`src/rtl/thing_stack_if.sv`:
```
// Handshake and memory-side bundle of the thing-path stack controller.
// The master modport is the upstream/memory side; the slave modport is the controller.
interface thing_stack_if #(
    parameter int DATA_W = 8,
    parameter int ADDR_W = 4
);
    logic              ready_lifo;
    logic [DATA_W-1:0] thing_in;
    logic [3:0]        thing_num;
    logic              wr_en;
    logic [ADDR_W-1:0] wr_addr;
    logic [DATA_W-1:0] wr_data;
    logic              rd_en;
    logic [ADDR_W-1:0] rd_addr;
    logic              valid_lifo;
    logic              valid_fifo2;
    logic              done_thing;
    logic              done_lifo;
    logic              done_fifo2;
    logic              busy;
    logic              overflow;

    modport master (
        output ready_lifo, thing_in, thing_num,
        input  wr_en, wr_addr, wr_data, rd_en, rd_addr,
        input  valid_lifo, valid_fifo2, done_thing, done_lifo, done_fifo2,
        input  busy, overflow
    );

    modport slave (
        input  ready_lifo, thing_in, thing_num,
        output wr_en, wr_addr, wr_data, rd_en, rd_addr,
        output valid_lifo, valid_fifo2, done_thing, done_lifo, done_fifo2,
        output busy, overflow
    );
endinterface

```
`src/rtl/thing_stack_ctrl.sv`:
```
// Stack sequencing controller: pushes items, pops LIFO groups on ';', drains
// bottom-first on '$'. Owns the stack pointer and every memory address.
module thing_stack_ctrl #(
    parameter int                DATA_W = 8,
    parameter int                DEPTH  = 16,
    parameter int                ADDR_W = 4,
    parameter logic [DATA_W-1:0] SEMI   = 8'h3B,
    parameter logic [DATA_W-1:0] DOLLAR = 8'h24
) (
    input logic          clk,
    input logic          rst,
    thing_stack_if.slave bus
);
    localparam logic [ADDR_W:0] FULL = (ADDR_W+1)'(DEPTH);

    typedef enum logic [2:0] {S_LOAD, S_POP, S_GDONE, S_FLUSH, S_END} state_e;

    state_e          state_q, state_d;
    logic [ADDR_W:0] sp_q, sp_d;
    logic [ADDR_W:0] pop_cnt_q, pop_cnt_d;
    logic [ADDR_W:0] rd_ptr_q, rd_ptr_d;
    logic            ovf_q, ovf_d;
    logic            vl_q, vl_d;
    logic            vf_q, vf_d;
    logic            dt_q, dt_d;
    logic            de_q, de_d;
    logic            wr_en, rd_en;
    logic [ADDR_W:0] sp_m1;
    logic [ADDR_W:0] num_ext;
    logic [ADDR_W-1:0] rd_addr;

    function automatic logic [ADDR_W:0] min_cnt(input logic [ADDR_W:0] a,
                                                input logic [ADDR_W:0] b);
        return (a < b) ? a : b;
    endfunction

    assign sp_m1   = sp_q - 1'b1;
    assign num_ext = (ADDR_W+1)'(bus.thing_num);

    always_comb begin
        state_d   = state_q;
        sp_d      = sp_q;
        pop_cnt_d = pop_cnt_q;
        rd_ptr_d  = rd_ptr_q;
        ovf_d     = ovf_q;
        vl_d      = 1'b0;
        vf_d      = 1'b0;
        dt_d      = 1'b0;
        de_d      = 1'b0;
        wr_en     = 1'b0;
        rd_en     = 1'b0;
        rd_addr   = '0;
        case (state_q)
            S_LOAD: begin
                if (bus.ready_lifo) begin
                    if (bus.thing_in == SEMI) begin
                        pop_cnt_d = min_cnt(num_ext, sp_q);
                        state_d   = S_POP;
                    end else if (bus.thing_in == DOLLAR) begin
                        rd_ptr_d = '0;
                        state_d  = S_FLUSH;
                    end else if (sp_q < FULL) begin
                        wr_en = 1'b1;
                        sp_d  = sp_q + 1'b1;
                    end else begin
                        ovf_d = 1'b1;
                    end
                end
            end
            S_POP: begin
                if (pop_cnt_q != '0) begin
                    rd_en     = 1'b1;
                    rd_addr   = sp_m1[ADDR_W-1:0];
                    sp_d      = sp_m1;
                    pop_cnt_d = pop_cnt_q - 1'b1;
                    vl_d      = 1'b1;
                end else begin
                    // done_thing lands in the GDONE cycle, right after the last valid_lifo
                    dt_d    = 1'b1;
                    state_d = S_GDONE;
                end
            end
            S_GDONE: state_d = S_LOAD;
            S_FLUSH: begin
                if (rd_ptr_q < sp_q) begin
                    rd_en    = 1'b1;
                    rd_addr  = rd_ptr_q[ADDR_W-1:0];
                    rd_ptr_d = rd_ptr_q + 1'b1;
                    vf_d     = 1'b1;
                end else begin
                    sp_d    = '0;
                    de_d    = 1'b1;
                    state_d = S_END;
                end
            end
            S_END:   state_d = S_LOAD;
            default: state_d = S_LOAD;
        endcase
    end

    always_ff @(posedge clk) begin
        if (rst) begin
            state_q   <= S_LOAD;
            sp_q      <= '0;
            pop_cnt_q <= '0;
            rd_ptr_q  <= '0;
            ovf_q     <= 1'b0;
            vl_q      <= 1'b0;
            vf_q      <= 1'b0;
            dt_q      <= 1'b0;
            de_q      <= 1'b0;
        end else begin
            state_q   <= state_d;
            sp_q      <= sp_d;
            pop_cnt_q <= pop_cnt_d;
            rd_ptr_q  <= rd_ptr_d;
            ovf_q     <= ovf_d;
            vl_q      <= vl_d;
            vf_q      <= vf_d;
            dt_q      <= dt_d;
            de_q      <= de_d;
        end
    end

    assign bus.wr_en       = wr_en;
    assign bus.wr_addr     = sp_q[ADDR_W-1:0];
    assign bus.wr_data     = bus.thing_in;
    assign bus.rd_en       = rd_en;
    assign bus.rd_addr     = rd_addr;
    assign bus.valid_lifo  = vl_q;
    assign bus.valid_fifo2 = vf_q;
    assign bus.done_thing  = dt_q;
    assign bus.done_lifo   = de_q;
    assign bus.done_fifo2  = de_q;
    assign bus.busy        = (state_q != S_LOAD);
    assign bus.overflow    = ovf_q;
endmodule

```
`src/flat_wrapper.sv`:
```
// flat-port wrapper written by rule: the top's interface ports become plain ports
module thing_stack_ctrl_flat 
#(
    parameter int                DATA_W = 8,
    parameter int                DEPTH  = 16,
    parameter int                ADDR_W = 4,
    parameter logic [DATA_W-1:0] SEMI   = 8'h3B,
    parameter logic [DATA_W-1:0] DOLLAR = 8'h24
)
  (clk, rst, bus_ready_lifo, bus_thing_in, bus_thing_num, bus_wr_en, bus_wr_addr, bus_wr_data, bus_rd_en, bus_rd_addr, bus_valid_lifo, bus_valid_fifo2, bus_done_thing, bus_done_lifo, bus_done_fifo2, bus_busy, bus_overflow);
  thing_stack_if #(.DATA_W(DATA_W), .ADDR_W(ADDR_W)) bus_i ();
  input logic clk;
  input logic rst;
  input wire logic [$bits(bus_i.ready_lifo)-1:0] bus_ready_lifo;
  input wire logic [$bits(bus_i.thing_in)-1:0] bus_thing_in;
  input wire logic [$bits(bus_i.thing_num)-1:0] bus_thing_num;
  output wire logic [$bits(bus_i.wr_en)-1:0] bus_wr_en;
  output wire logic [$bits(bus_i.wr_addr)-1:0] bus_wr_addr;
  output wire logic [$bits(bus_i.wr_data)-1:0] bus_wr_data;
  output wire logic [$bits(bus_i.rd_en)-1:0] bus_rd_en;
  output wire logic [$bits(bus_i.rd_addr)-1:0] bus_rd_addr;
  output wire logic [$bits(bus_i.valid_lifo)-1:0] bus_valid_lifo;
  output wire logic [$bits(bus_i.valid_fifo2)-1:0] bus_valid_fifo2;
  output wire logic [$bits(bus_i.done_thing)-1:0] bus_done_thing;
  output wire logic [$bits(bus_i.done_lifo)-1:0] bus_done_lifo;
  output wire logic [$bits(bus_i.done_fifo2)-1:0] bus_done_fifo2;
  output wire logic [$bits(bus_i.busy)-1:0] bus_busy;
  output wire logic [$bits(bus_i.overflow)-1:0] bus_overflow;
  assign bus_i.ready_lifo = bus_ready_lifo;
  assign bus_i.thing_in = bus_thing_in;
  assign bus_i.thing_num = bus_thing_num;
  assign bus_wr_en = bus_i.wr_en;
  assign bus_wr_addr = bus_i.wr_addr;
  assign bus_wr_data = bus_i.wr_data;
  assign bus_rd_en = bus_i.rd_en;
  assign bus_rd_addr = bus_i.rd_addr;
  assign bus_valid_lifo = bus_i.valid_lifo;
  assign bus_valid_fifo2 = bus_i.valid_fifo2;
  assign bus_done_thing = bus_i.done_thing;
  assign bus_done_lifo = bus_i.done_lifo;
  assign bus_done_fifo2 = bus_i.done_fifo2;
  assign bus_busy = bus_i.busy;
  assign bus_overflow = bus_i.overflow;
  thing_stack_ctrl #(.DATA_W(DATA_W), .DEPTH(DEPTH), .ADDR_W(ADDR_W), .SEMI(SEMI), .DOLLAR(DOLLAR)) u_core (.clk(clk), .rst(rst), .bus(bus_i));
endmodule
```
`config.mk`:
```
export PLATFORM = sky130hd
export DESIGN_NAME = thing_stack_ctrl_flat
export DESIGN_NICKNAME = d
export VERILOG_FILES = /design/src/rtl/thing_stack_if.sv /design/src/rtl/thing_stack_ctrl.sv /design/src/flat_wrapper.sv
export SDC_FILE = /design/constraint.sdc
export NUM_CORES = 1
export LEC_CHECK = 0
export BUFFER_PORTS_ARGS = -buffer_cell sky130_fd_sc_hd__buf_2
export CORE_MARGIN = 5
export CORE_UTILIZATION = 49
export DETAILED_ROUTE_END_ITERATION = 6
export PLACE_DENSITY = 0.78
export REMOVE_ABC_BUFFERS = 1
export SLEW_MARGIN = 20
export SYNTH_ARGS = -nofsm -noshare
export SYNTH_HDL_FRONTEND = slang
export SYNTH_SLANG_ARGS = --single-unit
```
`constraint.sdc`:
```
create_clock -name clk -period 2 [get_ports clk]
set_clock_uncertainty 0.05 [all_clocks]
set_input_delay 0.1 -clock clk [delete_from_list [all_inputs] [get_ports clk]]
set_output_delay 0.1 -clock clk [all_outputs]
set_load 0.05 [all_outputs]
```
==> flow_summary_export.csv, run 1 <==
group,metric,value,unit
outcome,status,"finished with violations",
outcome,failed_checks,"setup timing",
logic_synthesis,synth-edff-count,0,
global_route,antenna_found_initial,0,
logic_synthesis,synth_top_cells_by_area,"dfxtp_1 26%, ha_1 8.6%, buf_4 6.0%",
clocking,h-tree-depth,1,
floorplan,core-area,0.003390,mm2
hold_path,hold_class,"input pin to flop",
clocking,clockBufferDepth,2,
timing,rsz0062_at_grt,"true",
timing,max-slew-margin-rel,61.42,%
placement,hpwlAfterDp,3.634,mm
logic_synthesis,synth_top_area_share,26.47,%
logic_synthesis,yosysMostFrequentCell,"dfxtp_1",
global_route,track_usage,20.96,%
logic_synthesis,yosys_warnings,0,
worst_setup_path,start_kind,"flop",
global_route,grt.overflow.total,0,
detailed_routing,viasPerCell,5.909,
logic_synthesis,yosys-top-cells-count,"23 x dfxtp_1, 22 x nor2_1, 17 x o21ai_0",
clocking,ctsHoldBuffers,0,
timing,layout_setup_ws,-0.1381,ns
detailed_routing,wl,5.238,mm
floorplan,die_area,0.004841,mm2
logic_synthesis,synth_ff_type,"dfxtp_1",
worst_setup_path,crit_path_start,"u_core.sp_q[1]",
worst_setup_path,r2r-end,"u_core.sp_q[1]",
logic_synthesis,synthCells,212,
logic_synthesis,ys_seq_area_share,26.47,%
logic_synthesis,syn_area_per_cell,8.204,um2
worst_setup_path,path_max_fanout,5,
pwr,power.static_leakage,0.9870,nW
cells_and_area,fin_nets,301,
timing,final.min_clock_period,2.138,ns
placement,routabilityCongestion,0.9111,
floorplan,die_h,69.58,um
worst_setup_path,reg2reg_depth,9,
global_route,grt_pass1_vias,1770,
cells_and_area,drive_above_1_share,47.99,%
logic_synthesis,yosysUniqueCellTypes,54,
timing,slew_violations,0,
clocking,numCtsBuffers,3,
cells_and_area,num-fill-cells,263,
timing,hold_viol,0,
detailed_routing,wl_per_cell,16.42,um
worst_setup_path,crit_end,"bus_rd_en",
clocking,clock_sinks,23,
floorplan,die_width,69.58,um
floorplan,start_util,51.31,%
cells_and_area,finalInstanceArea,0.002354,mm2
clocking,clock_latency,0.34,ns
run,drv_cap,0,
worst_setup_path,arrival,1.99,ns
logic_synthesis,async_flop_share,0,%
worst_setup_path,rrSetupSlack,-0.06,ns
worst_setup_path,end_kind,"output port",
global_route,grt_max_degree,32,
pwr,ir_worst_vdd,0.3650,mV
worst_setup_path,critical_path_class,"flop to output port",
placement,dp_slack,-0.08267,ns
timing,fin_crit_sh,106.9,%
timing,finalSetupViolCount,9,
logic_synthesis,synth_top_cell_by_area,"dfxtp_1",
detailed_routing,ant_nets,0,
detailed_routing,vias,1885,
timing,worst_pin_slew,0.5787,ns
cells_and_area,diodes,0,
clocking,clkSlewWorstSetupHoldPaths,0.16,ns
detailed_routing,drc,0,
logic_synthesis,syn_area,0.001739,mm2
pwr,cellPowerDensity,448.3,mW/mm2
clocking,root_buffer,"clkbuf_4",
cells_and_area,syn2layout_area_growth,35.32,%
detailed_routing,firstDrtPassIters,4,
worst_setup_path,crit_required,1.85,ns
worst_setup_path,crit-reg2reg-launch,"u_core.sp_q[1]",
floorplan,ios,40,
timing,fmax,467.7,MHz
logic_synthesis,ys_seq_elements,23,
global_route,grt_pass1_wl,8.493,mm
placement,place_area,0.002092,mm2
clocking,tritoncts,"yes",
placement,port_buffers,39,
floorplan,num_rows,21,
detailed_routing,first_iter_violations,165,
cells_and_area,final_util,69.44,%
[worst max-delay path, cell delays in order (launching register included)]
cell      delay (ns)
dfxtp_2         0.35
inv_2           0.07
ha_4            0.19
o211ai_1        0.20
o21ai_2         0.09
buf_4           0.14
a211o_4         0.35
nand2_1         0.09
buf_6           0.16
[kinds of logic (layout without fill, tap and decap cells)]
family / Yosys count / in the layout / share of synthesized area, %
multiplexers: 6 / 6 / 3.885
AND/OR/NAND/NOR: 75 / 75 / 24.61
flip-flops: 23 / 23 / 26.47
buffers and inverters: 31 / 92 / 10.65
AO/OA/AOI/OAI: 63 / 63 / 24.75
adder cells (fa/ha/maj): 12 / 12 / 8.633
XOR/XNOR: 2 / 2 / 1.007
[per-stage QoR]
step                 TNS, ns  total power [W]  cells  hold WS, ns
floorplan             -12.70        0.0006384    189       0.1191
global placement    -0.02058        0.0007645    308       0.3535
detailed placement   -0.4105        0.0007730    308       0.3639
CTS                  -0.3344         0.001015    315      0.01347
global route          -1.200         0.001089    319      0.02853
finish               -0.6566         0.001055    319     0.008811
[where the power goes]
part / internal (W) / switching [W]
Combinational: 0.000138 / 0.000205
Sequential: 0.000467 / 0.00000483
Clock: 0.0000753 / 0.000165
Total: 0.000680 / 0.000375
[sequential cells by signal, indices dropped and copies added, names as in the netlist]
signal                  count
u_core.rd_ptr_q             5
u_core.bus.done_thing       1
u_core.state_q              3
u_core.pop_cnt_q            5
u_core.bus.valid_lifo       1
u_core.bus.valid_fifo2      1
u_core.sp_q                 5
u_core.bus.overflow         1
u_core.bus.done_fifo2       1
[metal layers]
layer	GRT usage [%]	share of wire [%]	vias to the layer above
li1	-	-	890
met1	26.29	40	868
met2	36.65	50	110
met3	3.043	7.1	17
met4	6.508	2.8	0
met5	0	0	-
[timing repair]
action	4_1_cts	5_1_grt
endpoints found under the hold margin	0	0
resized for setup	38	16
pin swaps	10	6
endpoints found under the setup margin	14	15
buffers inserted	3	4
[cells in the final DEF, fill, tap and decap left out, drive strengths merged, types with 3 or more instances in the layout]
master / n
nor3b: 3
nand4b: 3
nand2b: 4
a211oi: 3
o211ai: 4
nand3: 4
nand2: 13
buf: 80
nor2: 23
ha: 12
mux2: 3
mux2i: 3
a211o: 3
inv: 8
dfxtp: 23
a21oi: 13
nor3: 8
o21ai: 20
clkbuf: 3
[worst min path at each step]
stage / start / end / slack, ns / cells after the start
floorplan: rst / u_core.pop_cnt_q[0] / 0.12 / 1
global placement: bus_ready_lifo / u_core.state_q[1] / 0.35 / 3
detailed placement: bus_ready_lifo / u_core.state_q[1] / 0.36 / 3
CTS: bus_ready_lifo / u_core.state_q[1] / 0.01 / 3
global route: bus_ready_lifo / u_core.state_q[1] / 0.03 / 3
finish: bus_ready_lifo / u_core.state_q[1] / 0.009 / 3
[layout make-up]
class	count	area (um2)	share of cell area, %
clock buffers	3	22.52	0.9569
multi-input cells	158	1224	51.99
inverters	8	30.03	1.276
repair buffers	80	548.0	23.29
flip-flops and latches	23	466.7	19.83
well taps	46	57.56	2.446
clock inverters	1	5.005	0.2127
Note: power is estimated with default switching activity, not from simulation.
==> run 2, diff against run 1 <==
BUFFER_PORTS_ARGS = -buffer_cell sky130_fd_sc_hd__buf_4   (was -buffer_cell sky130_fd_sc_hd__buf_2)
GPL_ROUTABILITY_DRIVEN = 0   (was unset)
SLEW_MARGIN = 10   (was 20)
==> flow_summary_export.csv, run 2 (synthesis results as in run 1) <==
group,metric,value,unit
outcome,status,"finished with violations",
outcome,failed_checks,"hold timing, setup timing",
placement,port_buffers,39,
global_route,antenna_found_initial,0,
detailed_routing,wl,4.919,mm
floorplan,die_h,69.58,um
clocking,root_buffer,"clkbuf_4",
clocking,clock_sinks,23,
timing,max-slew-margin-rel,69.33,%
detailed_routing,wl_per_cell,15.52,um
clocking,tritoncts,"yes",
global_route,grt_pass1_wl,7.962,mm
cells_and_area,largestRegisters,"u_core.pop_cnt_q (5), u_core.rd_ptr_q (5), u_core.sp_q (5)",
floorplan,start_util,51.31,%
worst_setup_path,crit_chain,"inv_2, ha_4, o211ai_1, o21ai_2, a211oi_2, buf_4, nand2_1, o21ai_2, buf_6",
pwr,power.total,0.001051,W
detailed_routing,drc,0,
clocking,clock_latency,0.34,ns
worst_setup_path,worst_path_max_delay_cell,"dfxtp_2",
cells_and_area,diodes,0,
cells_and_area,layout.cells.non_filler,317,
detailed_routing,firstDrtPassIters,4,
global_route,grt_max_degree,32,
run,drv_cap,0,
timing,fin_crit_sh,106.0,%
floorplan,core-area,0.003390,mm2
worst_setup_path,slowest_delay,0.35,ns
worst_setup_path,critPathTopFamily,"compound AO/OA/AOI/OAI gates",
worst_setup_path,path_common_cell,"o21ai_2",
timing,hold_viol,1,
timing,layout_setup_ws,-0.1200,ns
worst_setup_path,end_kind,"output port",
placement,dp.cells,307,
timing,rsz0062_at_grt,"true",
pwr,cellPowerDensity,435.1,mW/mm2
worst_setup_path,start_kind,"flop",
worst_setup_path,arrival,1.97,ns
timing,slew_violations,0,
timing,finalSetupViolCount,6,
placement,hpwlAfterDp,3.524,mm
timing,worst_pin_slew,0.4591,ns
detailed_routing,vias,1840,
detailed_routing,viasPerCell,5.804,
timing,fmax,471.7,MHz
cells_and_area,final_cell_mix,"72 x buf_4, 22 x nor2_1, 17 x dfxtp_1, 12 x a21oi_1",
placement,dp_slack,-0.06196,ns
hold_path,hold_class,"input pin to flop",
worst_setup_path,critical_path_class,"flop to output port",
clocking,clockBufferDepth,2,
cells_and_area,num-fill-cells,252,
worst_setup_path,cp.buffers_inverters,3,
worst_setup_path,crit_required,1.85,ns
clocking,numCtsBuffers,3,
pwr,ir_worst_vdd,0.3145,mV
worst_setup_path,path_max_fanout,6,
cells_and_area,syn2layout_area_growth,38.85,%
floorplan,die_area,0.004841,mm2
global_route,grt.overflow.total,0,
cells_and_area,final_common_cell,"buf_4",
detailed_routing,ant_nets,0,
global_route,track_usage,19.66,%
clocking,clkSlewWorstSetupHoldPaths,0.14,ns
timing,hold_ws,-0.007752,ns
floorplan,ios,40,
cells_and_area,drive_above_1_share,49.45,%
timing,final.min_clock_period,2.120,ns
floorplan,die_width,69.58,um
clocking,h-tree-depth,1,
pwr,power.static_leakage,1.003,nW
detailed_routing,first_iter_violations,131,
cells_and_area,fin_nets,299,
floorplan,num_rows,21,
global_route,grt_pass1_vias,1836,
[run 2: metrics by stage]
step / instance area, um2 / TNS, ns / utilization [%]
after floorplan: 1584 / -12.70 / -
after global placement: 2182 / -0.02917 / 64.38
after detailed placement: 2182 / -0.1375 / 64.38
after CTS: 2345 / -0.3739 / 69.18
after global routing: 2415 / -0.9398 / 71.24
final: 2415 / -0.5197 / 71.24
[run 2: worst paths after layout]
path	start	end	slack [ns]	cells after the start
hold reg to reg	u_core.bus.overflow	u_core.bus.overflow	0.46	1
setup / recovery	u_core.sp_q[1]	bus_rd_addr[1]	-0.12	9
setup reg to reg	u_core.sp_q[1]	u_core.rd_ptr_q[3]	-0.02	10
hold / removal	bus_thing_num[3]	u_core.pop_cnt_q[3]	-0.008	3
[run 2: layer usage]
| metal | GRT usage, % | part of all wire, % | routed length [um] |
|---|---|---|---|
| met1 | 23.75 | 43 | 2121 |
| met2 | 34.53 | 49 | 2401 |
| met3 | 2.029 | 6.2 | 307 |
| met4 | 9.328 | 1.8 | 89 |
| met5 | 0 | 0 | 0 |
[run 2: power breakdown]
group          switching, W  total, W  internal (W)  leakage, nW
combinational      0.000197  0.000343      0.000146        0.796
sequential       0.00000415  0.000471      0.000467        0.189
clock              0.000162  0.000237     0.0000754       0.0177
total              0.000363   0.00105      0.000688         1.00
[run 2: final cells by class]
| cell class | instances | area, um2 | share of cell area (%) |
|---|---|---|---|
| tap | 46 | 57.56 | 2.383 |
| multi-input combinational | 158 | 1224 | 50.67 |
| inverter | 8 | 30.03 | 1.244 |
| clock buffer | 3 | 22.52 | 0.9326 |
| clock inverter | 1 | 5.005 | 0.2073 |
| timing repair buffer | 78 | 608.1 | 25.18 |
| sequential | 23 | 467.9 | 19.38 |
[run 2: timing repair]
item | in CTS | in global routing
gates resized for setup | 31 | 20
pin swaps | 9 | 8
setup buffers | 6 | 0
endpoints found under the setup margin | 12 | 16
hold buffers | 0 | 0
[run 2: worst register-to-register path: cells and delay by family (launching register included)]
family,cells,cell delay (ns)
AO/OA/AOI/OAI,5,0.88
buffers and inverters,4,0.47
flip-flops,1,0.35
adder cells (fa/ha/maj),1,0.19
